===== src/rtl/reg_file_pkg.sv =====
// Shared types and default sizing for the parameterised register file.
// Holds the clear-FSM state encoding used by reg_file_param.
package reg_file_pkg;

  typedef enum logic {
    IDLE  = 1'b0,
    CLEAR = 1'b1
  } state_e;

  localparam int DEF_DATA_W  = 8;
  localparam int DEF_ADDR_W  = 3;
  localparam int DEF_NUM_RD  = 2;
  localparam int DEF_ZERO_R0 = 0;
  localparam int DEF_BYPASS  = 1;

endpackage


===== src/rtl/reg_scoreboard.sv =====
// Pending-write scoreboard: one busy bit per register.
// Ports: clk, rst_n (sync, active-low), flush, set/clr requests, busy.
module reg_scoreboard #(
  parameter int DEPTH   = 8,
  parameter int ZERO_R0 = 0,
  localparam int AW     = $clog2(DEPTH)
) (
  input  logic             clk,
  input  logic             rst_n,
  input  logic             flush,
  input  logic             set_en,
  input  logic [AW-1:0]    set_addr,
  input  logic             clr_en,
  input  logic [AW-1:0]    clr_addr,
  output logic [DEPTH-1:0] busy
);

  logic [DEPTH-1:0] busy_q;
  logic [DEPTH-1:0] busy_d;

  // Set is applied after clear so a new producer wins.
  always_comb begin
    busy_d = busy_q;
    if (clr_en) busy_d[clr_addr] = 1'b0;
    if (set_en) busy_d[set_addr] = 1'b1;
    if (flush)  busy_d = '0;
    if (ZERO_R0 != 0) busy_d[0] = 1'b0;
  end

  always_ff @(posedge clk) begin
    if (!rst_n) busy_q <= '0;
    else        busy_q <= busy_d;
  end

  assign busy = busy_q;

endmodule


===== src/rtl/reg_file_param.sv =====
// Multi-read-port register file with clear sweep and busy scoreboard.
// Ports: clk, rst_n, clr, ready, we/wr_*, rd_addr/rd_data, rsv_*, busy.
module reg_file_param
  import reg_file_pkg::*;
#(
  parameter int DATA_W  = DEF_DATA_W,
  parameter int ADDR_W  = DEF_ADDR_W,
  parameter int NUM_RD  = DEF_NUM_RD,
  parameter int ZERO_R0 = DEF_ZERO_R0,
  parameter int BYPASS  = DEF_BYPASS,
  localparam int DEPTH  = 1 << ADDR_W
) (
  input  logic                       clk,
  input  logic                       rst_n,
  input  logic                       clr,
  output logic                       ready,
  input  logic                       we,
  input  logic [ADDR_W-1:0]          wr_addr,
  input  logic [DATA_W-1:0]          wr_data,
  input  logic [NUM_RD*ADDR_W-1:0]   rd_addr,
  output logic [NUM_RD*DATA_W-1:0]   rd_data,
  input  logic                       rsv_en,
  input  logic [ADDR_W-1:0]          rsv_addr,
  output logic [DEPTH-1:0]           busy
);

  state_e            state_q, state_d;
  logic [ADDR_W-1:0] ptr_q, ptr_d;
  logic [DATA_W-1:0] mem_q [DEPTH];
  logic              wr_ok;
  logic              wr_kill;

  assign ready   = (state_q == IDLE);
  assign wr_ok   = we && ready;
  assign wr_kill = (ZERO_R0 != 0) && (wr_addr == '0);

  always_comb begin
    state_d = state_q;
    ptr_d   = ptr_q;
    unique case (state_q)
      IDLE: begin
        if (clr) begin
          state_d = CLEAR;
          ptr_d   = '0;
        end
      end
      CLEAR: begin
        ptr_d = ptr_q + 1'b1;
        if (ptr_q == ADDR_W'(DEPTH - 1)) state_d = IDLE;
      end
      default: state_d = IDLE;
    endcase
  end

  always_ff @(posedge clk) begin
    if (!rst_n) begin
      state_q <= CLEAR;
      ptr_q   <= '0;
    end else begin
      state_q <= state_d;
      ptr_q   <= ptr_d;
    end
  end

  // Storage has no reset; the post-reset sweep zeroes it.
  always_ff @(posedge clk) begin
    if (rst_n) begin
      if (!ready)                 mem_q[ptr_q]   <= '0;
      else if (wr_ok && !wr_kill) mem_q[wr_addr] <= wr_data;
    end
  end

  always_comb begin : rd_mux
    logic [ADDR_W-1:0] ra;
    logic [DATA_W-1:0] rv;
    rd_data = '0;
    ra      = '0;
    rv      = '0;
    for (int k = 0; k < NUM_RD; k++) begin
      ra = rd_addr[k*ADDR_W +: ADDR_W];
      rv = mem_q[ra];
      if ((BYPASS != 0) && wr_ok && (ra == wr_addr))
        rv = wr_data;
      if ((ZERO_R0 != 0) && (ra == '0))
        rv = '0;
      rd_data[k*DATA_W +: DATA_W] = rv;
    end
  end

  reg_scoreboard #(
    .DEPTH   (DEPTH),
    .ZERO_R0 (ZERO_R0)
  ) u_sb (
    .clk      (clk),
    .rst_n    (rst_n),
    .flush    (ready && clr),
    .set_en   (rsv_en && ready),
    .set_addr (rsv_addr),
    .clr_en   (wr_ok),
    .clr_addr (wr_addr),
    .busy     (busy)
  );

endmodule


===== config.mk =====
export PLATFORM = sky130hd
export DESIGN_NAME = reg_file_param
export DESIGN_NICKNAME = d
export VERILOG_FILES = /design/src/rtl/reg_file_pkg.sv /design/src/rtl/reg_scoreboard.sv /design/src/rtl/reg_file_param.sv
export SDC_FILE = /design/constraint.sdc
export NUM_CORES = 1
export LEC_CHECK = 0
export CAP_MARGIN = 10
export CORE_ASPECT_RATIO = 0.6
export CORE_MARGIN = 4
export CORE_UTILIZATION = 50
export CTS_CLUSTER_DIAMETER = 100
export DETAILED_ROUTE_END_ITERATION = 16
export MAX_ROUTING_LAYER = met4
export PLACE_DENSITY = 0.76
export SLEW_MARGIN = 40
export SYNTH_ARGS = -nofsm -noshare
export SYNTH_HDL_FRONTEND = slang
export SYNTH_SLANG_ARGS = --single-unit

===== constraint.sdc =====
create_clock -name clk -period 1.7 [get_ports clk]
set_input_delay 0.255 -clock clk [delete_from_list [all_inputs] [get_ports clk]]
set_output_delay 0.255 -clock clk [all_outputs]
set_load 0.01 [all_outputs]

After elaboration in Yosys (flattened, before gate mapping)
Memories as Yosys holds them, arrays and structs flattened.
Cells that the tools add are included.
- memories kept: 1
- bits of input ports: 25
- RAM bits: 64
- output and inout port bits: 25
- bits in registers: 12
- $lt $le $gt $ge: 4
- equal/unequal tests: 4
- bitwise gates (word level): 5
- multiplexer cells: 23
- reductions and logical operators: 9
- add/sub/neg operators: 1
- memories (name ; depth ; width ; rd ports ; clocked after Yosys merged registers in ; write ports ; RTL line ; text):
    mem_q ; 8 ; 8 ; 2 ; 0 ; 1 ; reg_file_param.sv:29 ; logic [DATA_W-1:0] mem_q [DEPTH];
- operators with widths (cell ; count):
    $mux W8 ; 5
    $mux W1 ; 12
    $and A8 B8 Y8 ; 1
    $lt A3 B4 Y1 const B ; 2
    $not A8 Y8 ; 1
    $or A8 B8 Y8 ; 1
    $reduce_or A8 Y1 ; 1
    $logic_and A1 B1 Y1 ; 7
    $demux W1 S3 ; 2
    $eq A3 B3 Y1 ; 2
    $ge A3 B1 Y1 const B ; 2
    $mux W3 ; 2
    $pmux W3 S2 ; 1
    $add A3 B1 Y3 const B ; 1
    $eq A3 B3 Y1 const B ; 1
    $ne A2 B2 Y1 const B ; 1
    $not A1 Y1 ; 2
    $pmux W1 S2 ; 1
    $reduce_or A2 Y1 ; 1

Depth between registers and ports, before layout
Gate-level depths: netlist (run 1).
- depth after elaboration: 9
- gate-level depth with buffers: 5
- depth with buffers taken out: 4

By module
A second synthesis (run 1) with hierarchy kept.
- cell total of the unflattened synthesis: 229
- area, all modules: 3988.8 µm²
- by module, submodules not included (module ; instances ; seq. area each (µm²) ; area each (µm²) ; cells each):
    reg_file_param ; 1 ; 2001.9 ; 3619.7 ; 197
    reg_scoreboard ; 1 ; 160.2 ; 369.1 ; 32

Worst setup path after synthesis (run 1)
No wires, ideal clock.
- path kind: input-to-output
- start point: input rd_addr[3]
- end point: output rd_data[14]
- buffers on the path: 2
- arrival: 1572 ps
- setup slack: -127 ps
- stages: 5
- path through: buf_6 -> buf_12 -> mux4_1 -> mux2_2 -> mux2_4
- cells in the longest elaborated chain, start to end: 3
- elaborated cells between the ends (all ways): 4
- those cells by class: 1 x eq/ne; 1 x mux; 1 x reduce/logical; 1 x memory
- ends and longest elaborated chain (item ; RTL line ; text):
    start, declared ; reg_file_param.sv:20 ; input logic [NUM_RD*ADDR_W-1:0] rd_addr,
    branches (longest 2 deep; another with $mem_v2 Z8 W8) ; n/a ;
    $mux W8 (*) ; reg_file_param.sv:82 ; if ((BYPASS != 0) && wr_ok && (ra == wr_addr))
    end, declared ; reg_file_param.sv:21 ; output logic [NUM_RD*DATA_W-1:0] rd_data,
Every way passes the cells marked *.

==> qor.txt, run 1 <==
status: finished, violations left
failing checks: setup timing
clk_lat worst skew: 0.33 ns
multi-input logic area: 1850 um^2
Fill cells: 433
Yosys reg bits: 76
pre-CTS WS: -1.14 ns
fin crit share: 136%
layout cells sized above 1: 49.9%
Inst Count DP: 418
Post-Syn Area per Cell: 16.2 um^2
RSZ-0062 raised after global routing: true
Hold Path Origin: u_sb.busy[7]
critical-path cell list: buf_6 > mux4_2 > mux2_4 > mux2_4 > buf_6
hold depth: 2
Synth async-reset ratio: 0%
routability cong.: 0.804
type of the worst setup path: reg2out
TritonRoute pass-1 iters: 4
core area: 7510 um^2
non-filler cells, final: 465
vias in the first global route: 2823
Critical Path End Type: output pin
register area: 2160 um^2
hold endpoint: u_sb.busy[7]
R2R cell count: 6
R2R Path End: mem_q[3][5]
sequential area share after synthesis: 53.9%
synthesis-to-finish area growth: 41.0%
maximum vdd ir drop: 0.000570 V
YS warnings: 0
Detail Placement HPWL: 6910 um
total die area: 9560 um^2
Clock Sink Count: 76
# hold bufs at CTS: 0
# DRC: 0
hold crit path type: reg2reg
Starting DRT DRC Count: 192
Final setup viols: 25
Post-Syn Instances: 247
via count: 2788
Post-synth EDFFs: 64
TritonCTS Buffers: 9
slowest library cell on the worst path: mux4_2
Slew Limit Headroom: 68.5%
Clock Path Buffers: 2
Initial Utilization: 53.4%
post-route ant nets: 0
H-tree Lvls: 3
Hold Vio Cnt, Final: 0
Cell Rows: 24
pwr/cell area: 815 nW/um^2
Slew @ Worst Pin: 0.472 ns
Die Span X: 124 um
most common cell after layout, fill and taps aside: edfxtp_1
FMAX: 0.433 GHz
CP required: 1.44 ns
initial antenna violation count: 0
Critical Path Fanout Max: 2
fin crit period: 2.31 ns
Startpoint Class: register
root buf cell: clkbuf_16
wire per inst: 24.0 um
GR Util All Layers: 24.9%
Overflow after GRT: 0
synthesized area: 4010 um^2
Die Span Y: 77.3 um
Largest stage delay, worst path: 0.50 ns
diodes inserted: 0
Setup Total Neg Slack: -7.62 ns
max cap viols: 0
Finished Cell Area: 5650 um^2
reg-to-reg setup timing slack: -0.01 ns
first-pass GRT wire length: 16800 um
reg2reg start: state_q
vias per cell: 6.00
Routed WL: 11100 um
Area after DPL: 4880 um^2
Clock transition at path regs: 0.06 ns
port bufs: 49
CTS tree: built
dominant synthesized flop cell: edfxtp_1
top-level port count: 50
post-synth cell types: 31
static leakage: 2.15 nW
Slew Viols, Final: 0
clock skew: 0.00517 ns
crit path DAT: 2.05 ns
Final WS setup: -0.608 ns
Syn Nets: 274
nets@finish: 383
commonest non-fill, non-tap cells in the layout: edfxtp_1, buf_4, mux4_2, buf_6, mux2_4
largest net degree at the start of global routing: 13
==> cell type report <==
cell class | instances | area share [%]
well taps | 104 | 2.30
flip-flops and latches | 76 | 38.3
clock buffers | 13 | 4.81
multi-input cells | 154 | 32.7
inverters | 2 | 0.133
clock inverters | 3 | 0.332
repair buffers | 113 | 21.4
==> metal layers <==
metal	track usage, %	vias up	share of wire, %
met5	-	-	0
met1	35.2	1407	41
met4	4.31	0	1.2
met3	5.31	14	9.0
li1	-	1196	-
met2	38.3	171	49
==> logic make-up after synthesis <==
kind of cell	after synthesis	share of synthesized area (%)
mux	68	29.9
buf+inv	17	3.47
flops	76	53.9
simple gates	55	7.62
xor+xnor	7	1.53
fa+ha+maj	2	0.624
compound gates	22	2.93
==> worst max-delay path by stage <==
stage / startpoint / end / slack (ns) / depth (start not counted)
after floorplan: rd_addr[0] / rd_data[0] / -0.06 / 5
after global placement: rd_addr[3] / rd_data[8] / -1.10 / 6
after detailed placement: rd_addr[0] / rd_data[0] / -1.14 / 6
after CTS: mem_q[7][1] / rd_data[9] / -0.61 / 5
after global routing: mem_q[7][1] / rd_data[9] / -0.63 / 5
final: mem_q[7][1] / rd_data[9] / -0.61 / 5
==> through the flow <==
step / hold slack, ns / utilization [%] / total power [mW]
2_1_floorplan: 0.383 / - / 2.45
3_3_place_gp: 0.464 / 65.1 / 2.66
3_5_place_dp: 0.470 / 65.1 / 2.68
4_1_cts: 0.477 / 74.1 / 4.57
5_1_grt: 0.494 / 75.3 / 4.75
6_report: 0.480 / 75.3 / 4.60
==> registers in the layout, indices dropped and copies added (netlist names) <==
name,cells
state_q,1
mem_q,64
ptr_q,3
u_sb.busy,8
==> cells in the mapped netlist (3+ instances only) <==
| master | count | area (um^2) |
|---|---|---|
| buf_2 | 4 | 20.0 |
| nor2b_1 | 10 | 62.6 |
| xnor2_1 | 7 | 61.3 |
| edfxtp_1 | 64 | 1920 |
| dfxtp_1 | 12 | 240 |
| and3b_1 | 3 | 26.3 |
| o21ai_0 | 8 | 40.0 |
| mux4_2 | 14 | 315 |
| and2_1 | 9 | 56.3 |
| clkbuf_1 | 5 | 18.8 |
| nand2_1 | 9 | 33.8 |
| nor2_1 | 12 | 45.0 |
| nor3b_1 | 4 | 30.0 |
| mux2_2 | 31 | 349 |
| mux4_1 | 18 | 473 |
| mux2i_1 | 3 | 30.0 |
| a21oi_1 | 10 | 50.1 |
==> power by group <==
part           switching (mW)  internal (mW)
sequential             0.0253           2.05
combinational           0.290          0.431
clock                   0.698           1.11
total                    1.01           3.59
==> critical path: cells and delay by family, from the launching register on <==
kind | cells | cell delay (ns)
multiplexers | 3 | 1.07
flip-flops | 1 | 0.40
buffers and inverters | 2 | 0.26
==> repair_timing <==
action / CTS / global route
buffers inserted: 27 / 1
gates cloned: 3 / 0
pin swaps: 7 / 5
resized for setup: 126 / 27
setup endpoints to repair: 81 / 80
Power figures use the tool's default switching activity.
==> run 2, diff against run 1 <==
--- a/config.mk
+++ b/config.mk
@@ -11,3 +11,3 @@
 export CORE_UTILIZATION = 50
-export CTS_CLUSTER_DIAMETER = 100
+export CTS_CLUSTER_DIAMETER = 30
 export DETAILED_ROUTE_END_ITERATION = 16
--- a/constraint.sdc
+++ b/constraint.sdc
@@ -3,2 +3,2 @@
 set_output_delay 0.255 -clock clk [all_outputs]
-set_load 0.01 [all_outputs]
+set_load 0.02 [all_outputs]
==> qor.txt, run 2 (synthesis gave the netlist of run 1 again) <==
Slew @ Worst Pin: 0.512 ns (was 0.472 ns)
Finished Cell Area: 5540 um^2 (was 5650 um^2)
net load switching power: 1.10 mW (was 1.01 mW)
non-filler cells, final: 446 (was 465)
CTS tree: built (unchanged)
Detail Placement HPWL: 6790 um (was 6910 um)
commonest non-fill, non-tap cells in the layout: edfxtp_1, mux4_2, mux2_4, buf_6, clkdlybuf4s50_1 (was edfxtp_1, buf_4, mux4_2, buf_6, mux2_4)
vias in the first global route: 2788 (was 2823)
static leakage: 2.06 nW (was 2.15 nW)
Largest Register: mem_q (unchanged)
port bufs: 49 (unchanged)
FMAX: 0.443 GHz (was 0.433 GHz)
Critical Path End Type: output pin (unchanged)
clock skew: 0.00950 ns (was 0.00517 ns)
TritonRoute pass-1 iters: 5 (was 4)
Final WS setup: -0.558 ns (was -0.608 ns)
Routed WL: 11200 um (was 11100 um)
clk_lat worst skew: 0.34 ns (was 0.33 ns)
wire per inst: 25.2 um (was 24.0 um)
core area: 7510 um^2 (unchanged)
Hold Vio Cnt, Final: 0 (unchanged)
Critical Path Fanout Max: 2 (unchanged)
total die area: 9560 um^2 (unchanged)
# DRC: 0 (unchanged)
routability cong.: 0.805 (was 0.804)
max cap viols: 0 (unchanged)
initial antenna violation count: 0 (unchanged)
Slew Viols, Final: 0 (unchanged)
utilization after layout: 73.9% (was 75.3%)
clock group share of total power: 40.1% (was 39.4%)
Reg power frac: 44.1% (was 45.0%)
Die Span Y: 77.3 um (unchanged)
Overflow after GRT: 0 (unchanged)
fin crit period: 2.26 ns (was 2.31 ns)
diodes inserted: 0 (unchanged)
max reg flops: 64 (unchanged)
nets@finish: 364 (was 383)
type of the worst setup path: reg2out (unchanged)
CP required: 1.44 ns (about the same)
Inst Count DP: 421 (was 418)
Setup Total Neg Slack: -8.00 ns (was -7.62 ns)
H-tree Lvls: 3 (unchanged)
Initial Utilization: 53.4% (unchanged)
pwr/cell area: 848 nW/um^2 (was 815 nW/um^2)
maximum vdd ir drop: 0.000425 V (was 0.000570 V)
post-route ant nets: 0 (unchanged)
Startpoint Class: register (unchanged)
status: finished, violations left (unchanged)
GR Util All Layers: 25.1% (was 24.9%)
first-pass GRT wire length: 16500 um (was 16800 um)
Fill cells: 449 (was 433)
Clock Path Buffers: 2 (unchanged)
vias per cell: 6.05 (was 6.00)
Final setup viols: 31 (was 25)
largest net degree at the start of global routing: 14 (was 13)
root buf cell: clkbuf_16 (unchanged)
synthesis-to-finish area growth: 38.3% (was 41.0%)
internal power: 3.60 mW (was 3.59 mW)
Area after DPL: 4910 um^2 (was 4880 um^2)
Starting DRT DRC Count: 288 (was 192)
fin crit share: 133% (was 136%)
Slew Limit Headroom: 65.8% (was 68.5%)
most common cell after layout, fill and taps aside: edfxtp_1 (unchanged)
hold crit path type: reg2reg (unchanged)
top-level port count: 50 (unchanged)
failing checks: setup timing (unchanged)
Clock Sink Count: 76 (unchanged)
TritonCTS Buffers: 9 (unchanged)
hold slack final: 0.474 ns (was 0.480 ns)
Logic pwr share: 15.8% (was 15.7%)
Clock transition at path regs: 0.06 ns (about the same)
switching fraction of total power: 23.3% (was 22.0%)
layout cells sized above 1: 46.8% (was 49.9%)
Die Span X: 124 um (unchanged)
RSZ-0062 raised after global routing: true (unchanged)
Cell Rows: 24 (unchanged)
crit path DAT: 2.00 ns (was 2.05 ns)
via count: 2697 (was 2788)
## run 2: cell types whose count changed in the layout (fill, tap and decap cells not counted), sizes merged, moves of 2 or more
cell,before,now
dlygate4sd2,6,4
clkbuf,13,10
clkinvlp,0,2
clkdlybuf4s50,23,25
buf,78,59
## run 2: worst paths after layout
check                             startpoint            to  slack [ns]  cells past startpoint
worst max-delay path             mem_q[2][5]    rd_data[5]       -0.56                      4
worst min-delay path            u_sb.busy[0]  u_sb.busy[0]        0.47                      2
worst max register to register       state_q   mem_q[7][7]       -0.06                      5
worst min register to register  u_sb.busy[0]  u_sb.busy[0]        0.47                      2
## run 2: worst max-delay path, stage by stage (launching register included)
cell	delay, ns
edfxtp_1	0.43
mux4_2	0.52
mux2_4	0.30
mux2_4	0.28
buf_6	0.14
## run 2: stage by stage
stage               setup WS [ns]  total power [mW]
floorplan                 -0.0794              2.47
global placement            -1.15              2.69
detailed placement          -1.18              2.71
CTS                        -0.477              4.66
global route               -0.571              4.84
finish                     -0.558              4.70
## run 2: metal layers
layer / global-route usage (%) / vias to the layer above / wire [um]
met1: 32.7 / 1330 / 4370
met4: 9.61 / 0 / 275
li1: - / 1166 / -
met5: - / - / 0
met2: 37.1 / 180 / 5380
met3: 7.63 / 21 / 1220
## run 2: final cells by class
type | instances | area [um^2] | share of cell area [%]
sequential | 76 | 2160 | 39.0
clock inverter | 6 | 62.6 | 1.13
multi-input combinational | 154 | 1870 | 33.7
inverter | 2 | 7.51 | 0.135
tap | 104 | 130 | 2.35
timing repair buffer | 94 | 1080 | 19.6
clock buffer | 10 | 229 | 4.13
## run 2: repair_timing
item / 4_1_cts / 5_1_grt
pin swaps: 1 / 4
cloned: 4 / 0
setup buffers: 4 / 1
hold buffers: 0 / 0
hold endpoints to repair: 0 / 0
endpoints found under the setup margin: 81 / 71
resized for setup: 146 / 29
## run 2: power groups by stage
stage | Combinational, mW | Clock [mW] | Sequential [mW]
after floorplan | 0.377 | 0 | 2.10
after global placement | 0.591 | 0 | 2.10
after detailed placement | 0.601 | 0 | 2.11
after CTS | 0.697 | 1.90 | 2.07
after global routing | 0.778 | 1.99 | 2.08
final | 0.743 | 1.89 | 2.07
